### config.mk
export PLATFORM = sky130hd
export DESIGN_NAME = buf_seq
export DESIGN_NICKNAME = d
export VERILOG_FILES = /design/src/rtl/buf_seq.sv
export SDC_FILE = /design/constraint.sdc
export NUM_CORES = 1
export LEC_CHECK = 0
export ABC_AREA = 1
export CAP_MARGIN = 20
export CORE_MARGIN = 2
export CORE_UTILIZATION = 35
export CTS_CLUSTER_SIZE = 25
export DETAILED_ROUTE_END_ITERATION = 16
export HOLD_SLACK_MARGIN = 0.03
export PLACE_DENSITY = 0.59
export RECOVER_POWER = 50
export SLEW_MARGIN = 10
export SYNTH_ARGS = -nofsm -noshare
export SYNTH_HDL_FRONTEND = slang
export SYNTH_SLANG_ARGS = --single-unit
### constraint.sdc
create_clock -name clock -period 3.66 [get_ports clock]
set_input_delay 0.366 -clock clock [delete_from_list [all_inputs] [get_ports clock]]
set_output_delay 0.366 -clock clock [all_outputs]
set_load 0.005 [all_outputs]
### src/rtl/buf_seq.sv
`default_nettype none
// ============================================================================
// Module      : buf_seq
// Description : Sequencer for the CUBIC_D^3 transpose buffer. Accepts sample
//               pairs from the upstream FFT stage in col/dep/row order, then
//               streams the whole cube back out in row/col/dep order (a
//               sequential sweep of the buffer address space). Write and read
//               phases never overlap because the buffer shares one set of
//               index ports.
// Ports       : clock     - system clock, rising edge
//               reset     - asynchronous, active-low
//               start     - 1-cycle pulse, starts a frame when idle
//               in_valid  - upstream sample pair valid
//               in_ready  - high during the write phase
//               mem_wr    - buffer write strobe (in_valid & in_ready)
//               mem_rd    - buffer read strobe (registered)
//               row_no    - row pair index, 0..HALF_D-1
//               col_no    - column index, 0..CUBIC_D-1
//               dep_no    - depth index, 0..CUBIC_D-1
//               out_valid - buffer read data valid (mem_rd delayed RD_LAT)
//               out_last  - with out_valid: last read pair of the frame
//               busy      - a frame is in progress
//               done      - 1-cycle pulse when the frame completes
// Revision    : 1.0 - initial release
// ============================================================================
module buf_seq #(
    parameter int CUBIC_D = 96,
    parameter int HALF_D  = 48,
    parameter int RD_LAT  = 2
) (
    input  logic       clock,
    input  logic       reset,
    input  logic       start,
    input  logic       in_valid,
    output logic       in_ready,
    output logic       mem_wr,
    output logic       mem_rd,
    output logic [6:0] row_no,
    output logic [6:0] col_no,
    output logic [6:0] dep_no,
    output logic       out_valid,
    output logic       out_last,
    output logic       busy,
    output logic       done
);

    localparam logic [1:0] c_IDLE  = 2'd0;
    localparam logic [1:0] c_WRITE = 2'd1;
    localparam logic [1:0] c_READ  = 2'd2;
    localparam logic [1:0] c_DRAIN = 2'd3;

    localparam logic [6:0] c_ROW_MAX = 7'(HALF_D - 1);
    localparam logic [6:0] c_CD_MAX  = 7'(CUBIC_D - 1);

    localparam int               c_DW        = (RD_LAT > 1) ? $clog2(RD_LAT) : 1;
    localparam logic [c_DW-1:0]  c_DRAIN_MAX = c_DW'(RD_LAT - 1);

    logic [1:0]        r_state;
    logic [6:0]        r_row;
    logic [6:0]        r_col;
    logic [6:0]        r_dep;
    logic              r_mem_rd;
    logic              r_done;
    logic [c_DW-1:0]   r_drain;
    logic [RD_LAT-1:0] r_vld_pipe;
    logic [RD_LAT-1:0] r_last_pipe;

    logic w_accept;
    logic w_row_end;
    logic w_col_end;
    logic w_dep_end;
    logic w_cube_end;
    logic w_start_ok;

    assign w_accept   = in_valid & (r_state == c_WRITE);
    assign w_row_end  = (r_row == c_ROW_MAX);
    assign w_col_end  = (r_col == c_CD_MAX);
    assign w_dep_end  = (r_dep == c_CD_MAX);
    assign w_cube_end = w_row_end & w_col_end & w_dep_end;
    // State is already IDLE in the done cycle; a start coinciding with done
    // must not launch a frame, so done gates it as well.
    assign w_start_ok = start & (r_state == c_IDLE) & ~r_done;

    always_ff @(posedge clock or negedge reset) begin
        if (!reset) begin
            r_state  <= c_IDLE;
            r_row    <= 7'd0;
            r_col    <= 7'd0;
            r_dep    <= 7'd0;
            r_mem_rd <= 1'b0;
            r_done   <= 1'b0;
            r_drain  <= '0;
        end else begin
            r_done <= 1'b0;
            case (r_state)
                c_IDLE: begin
                    if (w_start_ok) begin
                        r_state <= c_WRITE;
                    end
                end
                c_WRITE: begin
                    // Write order: col fastest, then dep, then row.
                    if (w_accept) begin
                        if (w_cube_end) begin
                            r_row    <= 7'd0;
                            r_col    <= 7'd0;
                            r_dep    <= 7'd0;
                            r_mem_rd <= 1'b1;
                            r_state  <= c_READ;
                        end else if (w_col_end) begin
                            r_col <= 7'd0;
                            if (w_dep_end) begin
                                r_dep <= 7'd0;
                                r_row <= r_row + 7'd1;
                            end else begin
                                r_dep <= r_dep + 7'd1;
                            end
                        end else begin
                            r_col <= r_col + 7'd1;
                        end
                    end
                end
                c_READ: begin
                    // Read order: row fastest, then col, then dep. This walks
                    // the buffer address dep*D*D + col*D + 2*row sequentially.
                    if (w_cube_end) begin
                        r_row    <= 7'd0;
                        r_col    <= 7'd0;
                        r_dep    <= 7'd0;
                        r_mem_rd <= 1'b0;
                        r_drain  <= '0;
                        r_state  <= c_DRAIN;
                    end else if (w_row_end) begin
                        r_row <= 7'd0;
                        if (w_col_end) begin
                            r_col <= 7'd0;
                            r_dep <= r_dep + 7'd1;
                        end else begin
                            r_col <= r_col + 7'd1;
                        end
                    end else begin
                        r_row <= r_row + 7'd1;
                    end
                end
                c_DRAIN: begin
                    // Wait out the buffer read latency so the final
                    // out_valid lands in the last DRAIN cycle.
                    if (r_drain == c_DRAIN_MAX) begin
                        r_state <= c_IDLE;
                        r_done  <= 1'b1;
                    end else begin
                        r_drain <= r_drain + 1'b1;
                    end
                end
                default: begin
                    r_state <= c_IDLE;
                end
            endcase
        end
    end

    // Read-latency alignment pipe for out_valid / out_last.
    generate
        if (RD_LAT == 1) begin : g_pipe_single
            always_ff @(posedge clock or negedge reset) begin
                if (!reset) begin
                    r_vld_pipe  <= '0;
                    r_last_pipe <= '0;
                end else begin
                    r_vld_pipe  <= r_mem_rd;
                    r_last_pipe <= r_mem_rd & w_cube_end;
                end
            end
        end else begin : g_pipe_multi
            always_ff @(posedge clock or negedge reset) begin
                if (!reset) begin
                    r_vld_pipe  <= '0;
                    r_last_pipe <= '0;
                end else begin
                    r_vld_pipe  <= {r_vld_pipe[RD_LAT-2:0], r_mem_rd};
                    r_last_pipe <= {r_last_pipe[RD_LAT-2:0], r_mem_rd & w_cube_end};
                end
            end
        end
    endgenerate

    assign in_ready  = (r_state == c_WRITE);
    assign mem_wr    = w_accept;
    assign mem_rd    = r_mem_rd;
    assign row_no    = r_row;
    assign col_no    = r_col;
    assign dep_no    = r_dep;
    assign out_valid = r_vld_pipe[RD_LAT-1];
    assign out_last  = r_last_pipe[RD_LAT-1];
    assign busy      = (r_state != c_IDLE);
    assign done      = r_done;

endmodule
`default_nettype wire

**Word-level counts from Yosys, hierarchy flattened**

Index checks and enable logic that the tools add are counted.

- Input bits: 4
- Output and inout bits: 28
- Bits in registers: 30
- Logic and storage cells: 80

- Equal/unequal tests: 15
- $add $sub $neg: 4
- Multiplexer cells: 35
- Reductions and logical operators: 10
- Bitwise logic cells: 7

Operators by type and width:

| cell | count |
|---|---|
| $mux W7 | 18 |
| $pmux W7 S2 | 3 |
| $add A7 B1 Y7 const B | 3 |
| $eq A7 B7 Y1 const B | 2 |
| $mux W2 | 5 |
| $reduce_and A5 Y1 | 2 |
| $pmux W2 S4 | 1 |
| $reduce_and A4 Y1 | 2 |
| $eq A7 B6 Y1 const B | 1 |
| $and A1 B1 Y1 | 6 |
| $mux W1 | 6 |
| $ne A2 B2 Y1 const B | 3 |
| $ne A3 B1 Y1 const B | 2 |
| $ne A3 B3 Y1 const B | 2 |
| $reduce_bool A2 Y1 | 3 |
| $eq A2 B2 Y1 const B | 2 |
| $ne A2 B1 Y1 const B | 2 |
| $pmux W1 S2 | 2 |
| $reduce_and A3 Y1 | 1 |
| $eq A2 B1 Y1 const B | 1 |
| $logic_not A2 Y1 | 1 |
| $reduce_and A2 Y1 | 1 |
| $add A1 B1 Y1 const B | 1 |
| $not A1 Y1 | 1 |

**Longest topological paths before layout**

- Word-level depth: 6
- Mapped depth: 12
- Gate-level depth less buffers: 12

**Least setup slack after synthesis**

Ideal clock, no wire load.

- Path type: register -> register
- Start: reg r_state[1]
- End: reg r_row[6], in the netlist row_no[6]
- Clock period less this slack: 1,588 ps
- Data required time: 3,539 ps
- Library setup time: 121 ps
- Path buffers: 0
- Arrival time: 1,468 ps
- Slack: 2,072 ps
- Stages on the path, launching flop included: 12
- Cells stage by stage: dfrtp_1 -> inv_1 -> ha_1 -> inv_2 -> nor2_2 -> inv_2 -> nand2_2 -> inv_4 -> nand2_4 -> clkinv_4 -> nand3_1 -> o21ai_1

- Longest elaborated chain between the ends: 4
- Elaborated cells on any way between the ends: 9
- Classes of those cells: eq/ne: 5; mux: 1; bitwise: 1; reduce/logical: 2

Ends and longest elaborated chain:

| what | RTL line | text |
|---|---|---|
| start: declaration | 58 | `logic [1:0] r_state;` |
| start signal: assignment | 86 | `r_state <= c_IDLE;` |
| start signal: assignment | 98 | `r_state <= c_WRITE;` |
| start signal: assignment | 109 | `r_state <= c_READ;` |
| $eq A2 B1 Y1 (*) | n/a |  |
| via in_ready | 35 | `output logic in_ready,` |
| $and A1 B1 Y1 | 75 | `assign w_accept = in_valid & (r_state == c_WRITE);` |
| $ne A2 B1 Y1 (no line) | n/a |  |
| $reduce_and A4 Y1 (no line) | n/a |  |
| end signal: assignment | 114 | `r_row <= r_row + 7'd1;` |
| end signal: assignment | 142 | `r_row <= r_row + 7'd1;` |
| end: declaration | 59 | `logic [6:0] r_row;` |

Mark *: on every way through the listed nets, which the timed path passes. The rest lies on a longest branch.
A chain may end at the register's enable or synchronous reset.

**Worst setup path in the final report**

- Start: reg r_state[1]
- End: out mem_wr

- Longest elaborated chain between the ends: 2

Ends and longest elaborated chain:

| what | RTL line | text |
|---|---|---|
| $eq A2 B1 Y1 | 75 |  |
| $and A1 B1 Y1 | 75 |  |
| end: declaration | 36 | `output logic mem_wr,` |

Every way passes these cells.

==> results.py <==
metrics = {
    "run_status": {
        "outcome": "finished, violations left",
        "violations": "max-capacitance violations, max-slew violations",
    },
    "sta": {
        "slew_viol_final": 31,
        "rsz0062_at_grt": "false",
        "clock-skew-final_ps": 6.431,
        "hold_viol_final": 0,
        "worst_pin_slew_ps": 1575,
        "period_minus_slack_ps": 2195,
        "setup_violations": 0,
        "fin_crit_sh_pct": 59.97,
        "setup_tns_ps": 0,
        "slew_headroom_pct": -4.994,
        "timing.fmax_mhz": 455.6,
    },
    "layout": {
        "final_cell_mix": "67 x nand2_1, 30 x dfrtp_1, 25 x inv_1",
        "layout.nets": 283,
        "drive_gt1_share_pct": 15.44,
        "mostFrequentLayoutCell": "nand2_1",
        "n_antenna_cell": 0,
        "area_growth_pct": 28.28,
    },
    "place": {
        "globalplace.congestion": 0.7831,
        "portBuffers": 31,
        "hpwl_mm": 2.751,
    },
    "cts": {
        "htree_levels": 2,
        "hold_buffers": 0,
        "cts_buffers": 5,
        "postCtsSetupBuffers": 0,
        "clkSinkCount": 30,
        "clockBufferDepth": 2,
        "ctsResizeCount": 0,
        "cts_tree": "done",
        "clk_pin_slew_ps": 70,
        "clk_latency_ps": 280,
        "cts_root_buf": "clkbuf_8",
    },
    "synth": {
        "synthCells": 233,
        "synth_top_family_by_area": "simple AND/OR/NAND/NOR gates",
        "ys_seq_elements": 30,
        "syn_nets": 245,
        "yosys.area_share.simple_pct": 36.16,
        "synthMuxAreaShare_pct": 0,
        "synth-warning-count": 0,
        "netlist_area_mm2": 0.001872,
        "netlist.area_leader.share_pct": 40.11,
        "yosys.area.top_type": "dfrtp_1",
        "synth_xor_area_share_pct": 3.275,
        "ys_types": 29,
        "seq_area_frac_synth_pct": 40.11,
        "syn_avg_cell_area_um2": 8.033,
        "synth_compound_area_share_pct": 7.152,
        "ys_top_cells_by_area": "dfrtp_1 40%, nand2_1 13%, nand3_1 6.4%",
        "synth_fa_ha_area_share_pct": 5.348,
    },
    "setup_path": {
        "worstRegToRegCells": 11,
        "r2r-start": "r_state[0]",
        "startpoint": "r_state[1]",
        "crit_type": "reg -> out",
        "regToRegEndpoint": "col_no[3]",
        "r2r_setup_slack_ps": 1570,
        "arrival_ps": 1830,
        "critical_path.max_fanout": 5,
        "end_kind": "output pin",
        "cp-endpoint": "mem_wr",
        "start_kind": "flip-flop",
        "required_ps": 3290,
    },
    "power_and_ir_drop": {
        "leakagePower_nw": 1.153,
        "irDropWorstVdd_v": 0.0003138,
        "cellPowerDensity_mw_per_mm2": 709.4,
        "p_total_mw": 1.703,
    },
    "hold_path": {
        "hold_path.class": "reg -> reg",
    },
    "routing": {
        "finalWirelength_mm": 3.726,
        "drt_iter0_markers": 58,
        "viasPerCell": 4.515,
        "vias": 1544,
        "wire_per_inst_um": 10.89,
        "drcViolationCount": 0,
        "ant_nets": 0,
        "drtPass1Iterations": 4,
    },
    "global_route": {
        "grt_antenna_before_repair": 0,
        "grt_pass1_wl_mm": 6.555,
        "grt-ovfl-total": 0,
        "grt_use_total_pct": 13.72,
        "grt_pass1_vias": 1426,
        "grt_max_degree": 31,
    },
    "die": {
        "start_util_pct": 36.42,
        "die_width_um": 77.13,
        "rows": 26,
        "core_area_mm2": 0.005140,
        "die_y_um": 77.13,
        "ios": 32,
        "dieArea_mm2": 0.005949,
    },
    "job": {
        "maxCapViolations": 1,
    },
}
[sequential cells by signal, summed over array words and instances (netlist names)]
name,count
col_no,7
dep_no,7
row_no,7
r_last_pipe,2
r_state,2
r_vld_pipe,2
done,1
mem_rd,1
r_drain,1
[cells by family after synthesis]
family / after synthesis
flops: 30
compound gates: 20
simple gates: 132
buf+inv: 36
xor+xnor: 7
fa+ha+maj: 8
[cell type report]
class	count	area [um^2]
repair buffers	32	314.1
fillers	547	2739
clock buffers	6	82.58
clock inverters	2	60.06
inverters	35	141.4
well taps	70	87.58
multi-input cells	167	964.7
flip-flops and latches	30	750.7
[stage by stage]
stage	cells	hold slack [ps]	worst slack, ps	cell area, um^2	utilization (%)
2_1_floorplan	233	70.41	2072	1872	-
3_3_place_gp	334	335.4	1660	2270	44.16
3_5_place_dp	334	336.5	1583	2270	44.16
4_1_cts	342	352.5	1439	2412	46.93
5_1_grt	342	371.4	1281	2401	46.71
6_report	342	348.8	1465	2401	46.71
[how the worst min path moves through the flow]
stage              startpoint  slack [ps]              to  cells after the start
6_report       r_last_pipe[0]         350  r_last_pipe[1]                      0
5_1_grt        r_last_pipe[0]         370  r_last_pipe[1]                      0
4_1_cts        r_last_pipe[0]         350  r_last_pipe[1]                      0
3_5_place_dp   r_last_pipe[0]         340  r_last_pipe[1]                      0
3_3_place_gp   r_last_pipe[0]         340  r_last_pipe[1]                      0
2_1_floorplan           reset          70       col_no[0]                      0
[power breakdown]
| part | internal, mW | total (mW) | switching, mW |
|---|---|---|---|
| sequential | 0.415 | 0.515 | 0.101 |
| combinational | 0.338 | 0.768 | 0.431 |
| clock | 0.290 | 0.420 | 0.129 |
| total | 1.04 | 1.70 | 0.661 |
[worst max-delay path, stage by stage (launching register included)]
cell and delay [ps]:
dfrtp_1 420, inv_1 110, ha_1 380, nand2_1 90
inv_1 60, clkdlybuf4s50_1 490
[synthesized netlist by cell type]
cell	instances
nand2_8	2
nand3_2	3
nor2_1	13
o21a_1	1
o21ai_0	7
ha_1	8
o21ai_1	6
nand2_2	6
nand2_4	4
inv_1	25
xnor2_1	2
dfrtp_1	30
a211oi_1	1
inv_2	7
xor2_1	5
nand4_1	4
a21oi_2	2
or2_2	1
nand2_1	67
nand3b_1	1
nor2_2	2
a21oi_1	2
inv_4	2
o2111ai_4	1
nand3_1	24
nor3b_1	1
clkinv_4	1
buf_4	1
nor2_4	4
[layer usage]
layer | vias to the layer above | share of wire [%] | GRT usage (%)
met5 | - | 0 | 0
met1 | 697 | 49 | 17.90
li1 | 812 | - | -
met4 | 0 | 1.7 | 5.357
met2 | 28 | 44 | 21.48
met3 | 7 | 5.2 | 3.882
No activity file was read; power rests on OpenSTA's default activity.
